$ cat src/rtl/timx_cfg_seq.sv
// APB master sequencer that walks a host-loaded (op, addr, data) table to program and poll the timer.
// Optional readback verify of each WRITE is enabled by defining TIMX_CFG_SEQ_RDBK_EN.
module timx_cfg_seq #(
  parameter int TBL_DEPTH = 8,
  parameter int TBL_AW    = $clog2(TBL_DEPTH),
  parameter int POLL_MAX  = 1024
) (
  input  logic              apb_clk,
  input  logic              apb_rst_n,
  input  logic              tbl_we,
  input  logic [TBL_AW-1:0] tbl_waddr,
  input  logic [49:0]       tbl_wdata,
  input  logic              seq_start,
  input  logic              seq_abort,
  output logic              timx_psel,
  output logic              timx_penable,
  output logic              timx_pwrite,
  output logic [15:0]       timx_paddr,
  output logic [31:0]       timx_pwdata,
  input  logic [31:0]       timx_prdata,
  output logic              seq_busy,
  output logic              seq_done,
  output logic              seq_err,
  output logic [TBL_AW-1:0] seq_err_idx
);

  localparam int PCW = $clog2(POLL_MAX + 1);
  localparam logic [1:0] OP_WRITE = 2'b00;
  localparam logic [1:0] OP_POLL  = 2'b01;
  localparam logic [1:0] OP_END   = 2'b10;

  typedef enum logic [2:0] {
    S_IDLE, S_FETCH, S_SETUP, S_ACCESS, S_RB_SETUP, S_RB_ACCESS, S_DONE
  } state_t;

  logic [49:0]       tbl [TBL_DEPTH];
  state_t            state_q, state_d, adv_state;
  logic [TBL_AW-1:0] idx_q, idx_d;
  logic [PCW-1:0]    poll_cnt_q, poll_cnt_d;
  logic [1:0]        op_q;
  logic [31:0]       data_q;
  logic              abort_pend_q;
  logic              err_q, err_d;
  logic [TBL_AW-1:0] err_idx_q, err_idx_d;
  logic              pwrite_q;
  logic [15:0]       paddr_q;
  logic [31:0]       pwdata_q;
  logic              load_bus, bus_write;
  logic [15:0]       bus_addr;
  logic [31:0]       bus_wdata;
  logic [49:0]       fetch_ent;
  logic [1:0]        next_op;
  logic              abort_now, last_idx;

  // Table is plain storage with no reset; host writes only land while the sequencer is idle.
  always_ff @(posedge apb_clk) begin
    if (tbl_we && state_q == S_IDLE) tbl[tbl_waddr] <= tbl_wdata;
  end

  assign fetch_ent = tbl[idx_q];
  assign next_op   = tbl[idx_q + TBL_AW'(1)][49:48];
  assign abort_now = seq_abort | abort_pend_q;
  assign last_idx  = (idx_q == TBL_AW'(TBL_DEPTH - 1));
  // Peeking at the following entry lets an END finish straight from ACCESS without a FETCH cycle.
  assign adv_state = (abort_now || last_idx || next_op == OP_END) ? S_DONE : S_FETCH;

  always_ff @(posedge apb_clk) begin
    if (!apb_rst_n) begin
      state_q      <= S_IDLE;
      idx_q        <= '0;
      poll_cnt_q   <= '0;
      op_q         <= '0;
      data_q       <= '0;
      abort_pend_q <= 1'b0;
      err_q        <= 1'b0;
      err_idx_q    <= '0;
      pwrite_q     <= 1'b0;
      paddr_q      <= '0;
      pwdata_q     <= '0;
    end else begin
      state_q    <= state_d;
      idx_q      <= idx_d;
      poll_cnt_q <= poll_cnt_d;
      err_q      <= err_d;
      err_idx_q  <= err_idx_d;
      if (state_q == S_FETCH) begin
        op_q   <= fetch_ent[49:48];
        data_q <= fetch_ent[31:0];
      end
      if (load_bus) begin
        paddr_q  <= bus_addr;
        pwrite_q <= bus_write;
        pwdata_q <= bus_wdata;
      end
      if (state_q == S_IDLE || state_q == S_DONE) abort_pend_q <= 1'b0;
      else if (seq_abort)                         abort_pend_q <= 1'b1;
    end
  end

  always_comb begin
    state_d    = state_q;
    idx_d      = idx_q;
    poll_cnt_d = poll_cnt_q;
    err_d      = err_q;
    err_idx_d  = err_idx_q;
    load_bus   = 1'b0;
    bus_write  = pwrite_q;
    bus_addr   = paddr_q;
    bus_wdata  = pwdata_q;
    case (state_q)
      S_IDLE: begin
        if (seq_start) begin
          state_d    = S_FETCH;
          idx_d      = '0;
          poll_cnt_d = '0;
          err_d      = 1'b0;
          err_idx_d  = '0;
        end
      end
      S_FETCH: begin
        if (abort_now || fetch_ent[49:48] == OP_END) begin
          state_d = S_DONE;
        end else if (fetch_ent[49:48] == 2'b11) begin
          state_d   = S_DONE;
          err_d     = 1'b1;
          err_idx_d = idx_q;
        end else begin
          state_d   = S_SETUP;
          load_bus  = 1'b1;
          bus_addr  = fetch_ent[47:32];
          bus_write = (fetch_ent[49:48] == OP_WRITE);
          bus_wdata = (fetch_ent[49:48] == OP_WRITE) ? fetch_ent[31:0] : 32'h0;
        end
      end
      S_SETUP: state_d = S_ACCESS;
      S_ACCESS: begin
        if (op_q != OP_POLL) begin
`ifdef TIMX_CFG_SEQ_RDBK_EN
          if (abort_now) begin
            state_d = S_DONE;
          end else begin
            state_d   = S_RB_SETUP;
            load_bus  = 1'b1;
            bus_write = 1'b0;
            bus_wdata = 32'h0;
          end
`else
          state_d = adv_state;
          if (adv_state == S_FETCH) idx_d = idx_q + TBL_AW'(1);
`endif
        end else if ((timx_prdata & data_q) != 32'h0) begin
          poll_cnt_d = '0;
          state_d    = adv_state;
          if (adv_state == S_FETCH) idx_d = idx_q + TBL_AW'(1);
        end else if (poll_cnt_q == PCW'(POLL_MAX - 1)) begin
          poll_cnt_d = '0;
          state_d    = S_DONE;
          err_d      = 1'b1;
          err_idx_d  = idx_q;
        end else begin
          poll_cnt_d = poll_cnt_q + PCW'(1);
          state_d    = abort_now ? S_DONE : S_SETUP;
        end
      end
`ifdef TIMX_CFG_SEQ_RDBK_EN
      S_RB_SETUP: state_d = S_RB_ACCESS;
      S_RB_ACCESS: begin
        if (timx_prdata != data_q) begin
          state_d   = S_DONE;
          err_d     = 1'b1;
          err_idx_d = idx_q;
        end else begin
          state_d = adv_state;
          if (adv_state == S_FETCH) idx_d = idx_q + TBL_AW'(1);
        end
      end
`endif
      S_DONE:  state_d = S_IDLE;
      default: state_d = S_IDLE;
    endcase
  end

  assign timx_psel    = (state_q == S_SETUP) || (state_q == S_ACCESS) ||
                        (state_q == S_RB_SETUP) || (state_q == S_RB_ACCESS);
  assign timx_penable = (state_q == S_ACCESS) || (state_q == S_RB_ACCESS);
  assign timx_pwrite  = pwrite_q;
  assign timx_paddr   = paddr_q;
  assign timx_pwdata  = pwdata_q;
  assign seq_busy     = (state_q != S_IDLE);
  assign seq_done     = (state_q == S_DONE);
  assign seq_err      = err_q;
  assign seq_err_idx  = err_idx_q;

endmodule
$ cat config.mk
export PLATFORM = sky130hd
export DESIGN_NAME = timx_cfg_seq
export DESIGN_NICKNAME = d
export VERILOG_FILES = /design/src/rtl/timx_cfg_seq.sv
export SDC_FILE = /design/constraint.sdc
export NUM_CORES = 1
export LEC_CHECK = 0
export BUFFER_PORTS_ARGS = -buffer_cell sky130_fd_sc_hd__buf_2
export CAP_MARGIN = 20
export CORE_ASPECT_RATIO = 0.9
export CORE_MARGIN = 2
export CORE_UTILIZATION = 47
export CTS_BUF_LIST = sky130_fd_sc_hd__clkbuf_8
export CTS_CLUSTER_SIZE = 25
export DETAILED_ROUTE_END_ITERATION = 6
export HOLD_SLACK_MARGIN = 0.12
export PLACE_DENSITY = 0.66
export SETUP_SLACK_MARGIN = 0.2
export SLEW_MARGIN = 20
export SYNTH_ARGS = -nofsm -noshare
export SYNTH_HDL_FRONTEND = slang
export SYNTH_SLANG_ARGS = --single-unit
$ cat constraint.sdc
create_clock -name apb_clk -period 7.1 [get_ports apb_clk]
set_clock_uncertainty 0.2 [all_clocks]
set_input_delay 2.13 -clock apb_clk [delete_from_list [all_inputs] [get_ports apb_clk]]
set_output_delay 2.13 -clock apb_clk [all_outputs]
set_load 0.05 [all_outputs]
==> impl_metrics.tcl, run 1 <==
set metrics [dict create \
    clk_pin_slew_ps 60 \
    crit_family "simple AND/OR/NAND/NOR gates" \
    power.total_mw 6.699 \
    place_ws_ps 2284 \
    drtIter0Drc 954 \
    hold_viol_final 0 \
    syn_nets 1202 \
    drive_gt1_share_pct 28.71 \
    async_reset_ff_share_pct 0 \
    dpl.cell_count 1746 \
    synth_largest_area_cell "edfxtp_1" \
    yosys_warnings 0 \
    ys_dominant_reg_cell "edfxtp_1" \
    cp.buffers_inverters 2 \
    routed_wl_mm 43.26 \
    maxSlewHeadroom_pct 31.55 \
    syn_area_sq_um 19350 \
    fin_cells 1898 \
    cts_tree "done" \
    worstPathCellList "nor3_1 > inv_1 > buf_2" \
    port_buffers 146 \
    clockBufferDepth 3 \
    period_needed_ps 4448 \
    yosysMostFrequentCell "edfxtp_1" \
    cp.required_ps 4770 \
    synth_commonest_cells "edfxtp_1, dfxtp_1, mux4_2, nor2_1, mux2i_1" \
    hold_buffers 0 \
    grt_pass1_vias 10710 \
    post-route-period-util_pct 62.64 \
    syn_area_per_cell_sq_um 17.48 \
    p_leak_nw 7.320 \
    postRouteAntennaNets 0 \
    grt_max_degree 68 \
    antenna_found_initial 7 \
    grt_setup_unrepaired "false" \
    ys_top_cells_by_area "edfxtp_1, mux4_2, dfxtp_1" \
    ys_ff_latch 508 \
    grt_overflow 0 \
    die-area_sq_um 42820 \
    setup_viol 0 \
    drc 0 \
    insertion_delay_ps 640 \
    viasPerCell 5.626 \
    finalWeightedCongestion 0.8593 \
    drv_slew 0 \
    critPathCaptureType "output pin" \
    ir_worst_vdd_uv 254.0 \
    drv_cap 0 \
    coreArea_sq_um 40640 \
    grt_pass1_wl_mm 64.52 \
    grt_util_all_layers_pct 20.50 \
    status "finished, final reports clean" \
    chipWidth_microns 217.9 \
    min_path_type "reg2reg" \
    synth_top_cell_area_share_pct 62.06 \
    synth_edf_count 400 \
    cp_max_fo 12 \
    rows 70 \
    synthCells 1107 \
    critPathKind "reg2out" \
    cts-root-buf "clkbuf_8" \
    hp-start "seq_err_idx[2]" \
    yosysSeqAreaShare_pct 73.23 \
    worst_slew_pin_slew_ps 1024 \
    drt_pass1_iterations 5 \
    numCtsBuffers 81 \
    ios 147 \
    cp-start-kind "register" \
    synth.distinct_cells 50 \
    routedWlPerCell_microns 22.79 \
    crit_start "state_q[2]" \
    fp.dieH_microns 196.5 \
    post-route-util_pct 54.69 \
    cts_setup_buffers 0 \
    nNetsFinal 1384 \
    cp.arrival_ps 2120 \
    cp_slowest_cell "nor3_1" \
    pwr_density_cell_nw_per_um2 301.4 \
    initial_core_util_pct 47.63 \
    ctsResizeCount 0 \
    slowest_delay_ps 580 \
    fmax_ghz 0.2248 \
    areaGrowthSynthToFinish_pct 14.84 \
    via_count 10680 \
    setup_tns_ps 0 \
    htreeDepth 3 \
    place_hpwl_mm 25.46 \
    setup_slack_ps 2652 \
    cts_sinks 508 \
]
layout make-up:
class	instances	area, sq um
clock inverters	63	341.6
repair buffers	164	865.8
well taps	540	675.6
inverters	9	35.03
fillers	3283	18410
diodes	3	7.507
clock buffers	86	1184
multi-input cells	525	4932
flip-flops and latches	508	14180
per-stage QoR:
stage	hold slack, ps	cell area (sq um)
floorplan	244.3	19350
global placement	245.9	20690
detailed placement	255.8	20690
CTS	263.3	22220
global route	283.8	22220
finish	267.5	22230
power breakdown:
group          internal [mW]  switching, mW  leakage [nW]
clock network           1.21           1.13         0.887
registers               3.40          0.129          4.50
logic                  0.290          0.545          1.93
total                   4.90           1.80          7.32
per-layer routing:
metal  wire length, microns  track usage (%)
met1                  19020            28.78
met2                  20320            31.91
met3                   3043            5.370
met4                    820            5.820
met5                     48                0
worst paths after layout:
check | endpoint | slack [ps] | cells after the start
worst max-delay path | seq_busy | 2650 | 3
worst min-delay path | seq_err_idx[2] | 270 | 2
worst max register to register | timx_pwdata[10] | 3550 | 6
worst min register to register | seq_err_idx[2] | 270 | 2
tightest hold or removal path: stages (launching register included):
cell and delay [ps]:
dfxtp_1 310, nand2_1 60, mux2i_1 60
cell usage in the layout, fill, tap and decap left out, drive strengths merged, types with 9 or more instances in the layout:
| master | netlist | routed |
|---|---|---|
| a211oi | 49 | 49 |
| clkbuf | 39 | 86 |
| nor2 | 101 | 101 |
| dfxtp | 108 | 108 |
| a22oi | 16 | 16 |
| clkinv | 0 | 25 |
| buf | 25 | 164 |
| nand3 | 9 | 9 |
| inv | 9 | 43 |
| edfxtp | 400 | 400 |
| o21ai | 10 | 10 |
| nand2 | 33 | 33 |
| a21oi | 43 | 43 |
| nor3 | 45 | 45 |
| mux4 | 101 | 101 |
| mux2i | 55 | 55 |
cells by family after synthesis:
kind of cell / synth area share (%)
and+or+nand+nor: 5.527
muxes: 14.67
DFF: 73.23
buffers and inverters: 1.616
adders and majority gates: 0.3232
AOI/OAI and AO/OA: 4.584
xor gates and xnor gates: 0.04526
registers in the layout (all words and copies together) (netlist names), named ones only:
| signal | count |
|---|---|
| abort_pend_q | 1 |
| seq_err | 1 |
| state_q | 3 |
| tbl | 400 |
| idx_q | 3 |
| data_q | 32 |
| timx_paddr | 16 |
| op_q | 2 |
| timx_pwrite | 1 |
| seq_err_idx | 3 |
| timx_pwdata | 32 |
| poll_cnt_q | 11 |
(Power assumes the default switching activity.)
==> inputs of run 2 (changes only) <==
ABC_AREA = 1   (was unset)
clock period = 4.5 ns   (was 7.1 ns; I/O delays follow)
==> impl_metrics.tcl, run 2 <==
set metrics [dict create \
    slowest_delay_ps 460 \
    worst_slew_pin_slew_ps 883.8 \
    port_buffers 146 \
    routed_wl_mm 47.70 \
    clk_pin_slew_ps 70 \
    routedWlPerCell_microns 18.95 \
    ir_worst_vdd_uv 318.6 \
    reg2reg_setup_slack_ps 1320 \
    cp-start-kind "register" \
    synth_top_family_by_area "simple AND/OR/NAND/NOR gates" \
    insertion_delay_ps 650 \
    crit_family "buffers and inverters" \
    switching_power_mw 3.599 \
    grt_max_degree 131 \
    initial_core_util_pct 47.46 \
    syn_nets 1848 \
    final_cell_mix "edfxtp_1, nand2_1, o21ai_0" \
    wl_met2_mm 22.36 \
    route.met3.wl_mm 3.070 \
    coreArea_sq_um 41660 \
    syn_area_sq_um 19770 \
    ys_ff_latch 508 \
    synth_xor_area_share_pct 0.2215 \
    yosys_warnings 0 \
    cp.buffers_inverters 2 \
    p_clk_share_pct 32.6 \
    p_int_mw 7.993 \
    cp.required_ps 2950 \
    setup_viol 0 \
    hold_viol_final 0 \
    ctsResizeCount 0 \
    crit_cells 3 \
    synth_largest_area_cell "edfxtp_1" \
    via_count 13780 \
    r2r_cells 11 \
    fillCellCount 3539 \
    dpl.cell_count 2368 \
    period_needed_ps 3430 \
    sw_frac_of_total_pct 31.04 \
    drt_pass1_iterations 5 \
    postRouteAntennaNets 0 \
    antenna_found_initial 3 \
    p_seq_share_pct 48.5 \
    cts_tree "done" \
    cts_sinks 508 \
    crit_start "state_q[2]" \
    worstPathCellList "inv_1 > nor3_1 > buf_2" \
    drtIter0Drc 1356 \
    hold_buffers 0 \
    synth_top_cell_area_share_pct 60.75 \
    areaGrowthSynthToFinish_pct 14.62 \
    fp.dieH_microns 198.6 \
    synthCells 1753 \
    synth_compound_area_share_pct 11.66 \
    p_leak_nw 8.297 \
    drive_gt1_share_pct 15.33 \
    layout_commonest_cell "edfxtp_1" \
    critPathKind "reg2out" \
    ios 147 \
    viasPerCell 5.473 \
    multi_input_area_sq_um 5032 \
    grt_pass1_vias 13510 \
    synth.distinct_cells 30 \
    hp-start "timx_pwdata[18]" \
    largest_register_ffs 400 \
    syn_area_per_cell_sq_um 11.28 \
    drc 0 \
    synth_commonest_cells "edfxtp_1, nand2_1, nor2_1, o21ai_0, dfxtp_1" \
    synth.area.mux_share_pct 0 \
    fmax_ghz 0.2916 \
    finalWeightedCongestion 0.8333 \
    post-route-period-util_pct 76.22 \
    cp_slowest_cell "dfxtp_1" \
    wl_met1_mm 21.14 \
    clockBufferDepth 3 \
    numCtsBuffers 82 \
    yosys.area_share.simple_pct 13.00 \
    rows 71 \
    ys_top_cells_by_area "edfxtp_1, dfxtp_1, nand2_1" \
    drv_slew 0 \
    nNetsFinal 2000 \
    cts-root-buf "clkbuf_8" \
    pwr_density_cell_nw_per_um2 511.5 \
    pwr-share-comb_pct 18.8 \
    min_path_type "reg2reg" \
    top_layer_used "met5" \
    critPathCaptureType "output pin" \
    status "finished, final reports clean" \
    drv_cap 0 \
    ys_dominant_reg_cell "edfxtp_1" \
    async_reset_ff_share_pct 0 \
    yosysMostFrequentCell "edfxtp_1" \
    yosysSeqAreaShare_pct 71.68 \
    fin_cells 2518 \
    cts_setup_buffers 0 \
    chipWidth_microns 220.2 \
    seqCellArea_sq_um 14180 \
    post-route-util_pct 54.40 \
    htreeDepth 3 \
    die-area_sq_um 43730 \
    cp.arrival_ps 1880 \
    grt_util_all_layers_pct 22.12 \
    holdPathStages 2 \
    top_register "tbl" \
    grt_overflow 0 \
    cp_max_fo 5 \
    place_hpwl_mm 27.18 \
    grt_pass1_wl_mm 74.43 \
    maxSlewHeadroom_pct 41.08 \
    synth_edf_count 400 \
    grt_setup_unrepaired "false" \
    synth_fa_ha_area_share_pct 0.3164 \
]
run 2: cell count changes after synthesis, sizes merged, moves of 46 or more:
cell / delta
o21ai: +222
clkbuf: +46
a211oi: -49
inv: +46
nand2: +315
mux4: -101
o22ai: +96
mux2i: -55
nor2: +131
run 2: power groups by stage:
stage / combinational [mW] / clock, mW / sequential (mW)
6_report: 2.18 / 3.78 / 5.62
5_1_grt: 2.44 / 4.05 / 5.66
4_1_cts: 2.19 / 3.86 / 5.63
3_5_place_dp: 2.18 / 0 / 5.72
3_3_place_gp: 2.15 / 0 / 5.72
2_1_floorplan: 1.38 / 0 / 5.79
run 2: cells by family (layout without fill, tap and decap cells):
family	after synthesis	after routing
DFF	508	508
adders and majority gates	5	5
buffers and inverters	158	375
and+or+nand+nor	650	650
other	0	1
AOI/OAI and AO/OA	427	427
xor gates and xnor gates	5	5
run 2: stage by stage:
step	setup WS (ps)	TNS [ps]	hold slack (ps)	total power [mW]	area [sq um]
after floorplan	-1238	-247690	241.8	7.169	19770
after global placement	1062	0	246.1	7.871	21070
after detailed placement	1043	0	254.3	7.904	21070
after CTS	1056	0	263.7	11.67	22660
after global routing	949.2	0	279.7	12.15	22660
final	1070	0	260.6	11.59	22660
run 2: final cells by class:
class	instances	area share, %
repair buffers	171	4.290
diodes	1	0.01104
clock inverters	55	1.281
multi-input cells	1087	22.20
flip-flops and latches	508	62.56
well taps	547	3.020
inverters	55	0.9219
clock buffers	94	5.708
run 2: layer usage:
metal  track usage (%)  up-vias
met5                 0        -
met4             7.557        4
met3             4.511       82
met2             35.50      447
met1             30.12     6707
li1                  -     6542
run 2: worst min-delay path, cell delays in order, from the launching register on:
cell	delay (ps)
dfxtp_1	310
nand2_1	60
a21oi_1	50
run 2: final timing paths:
kind,endpoint
setup reg to reg,timx_pwdata[10]
setup / recovery,seq_done
hold reg to reg,timx_pwdata[18]
hold / removal,timx_pwdata[18]
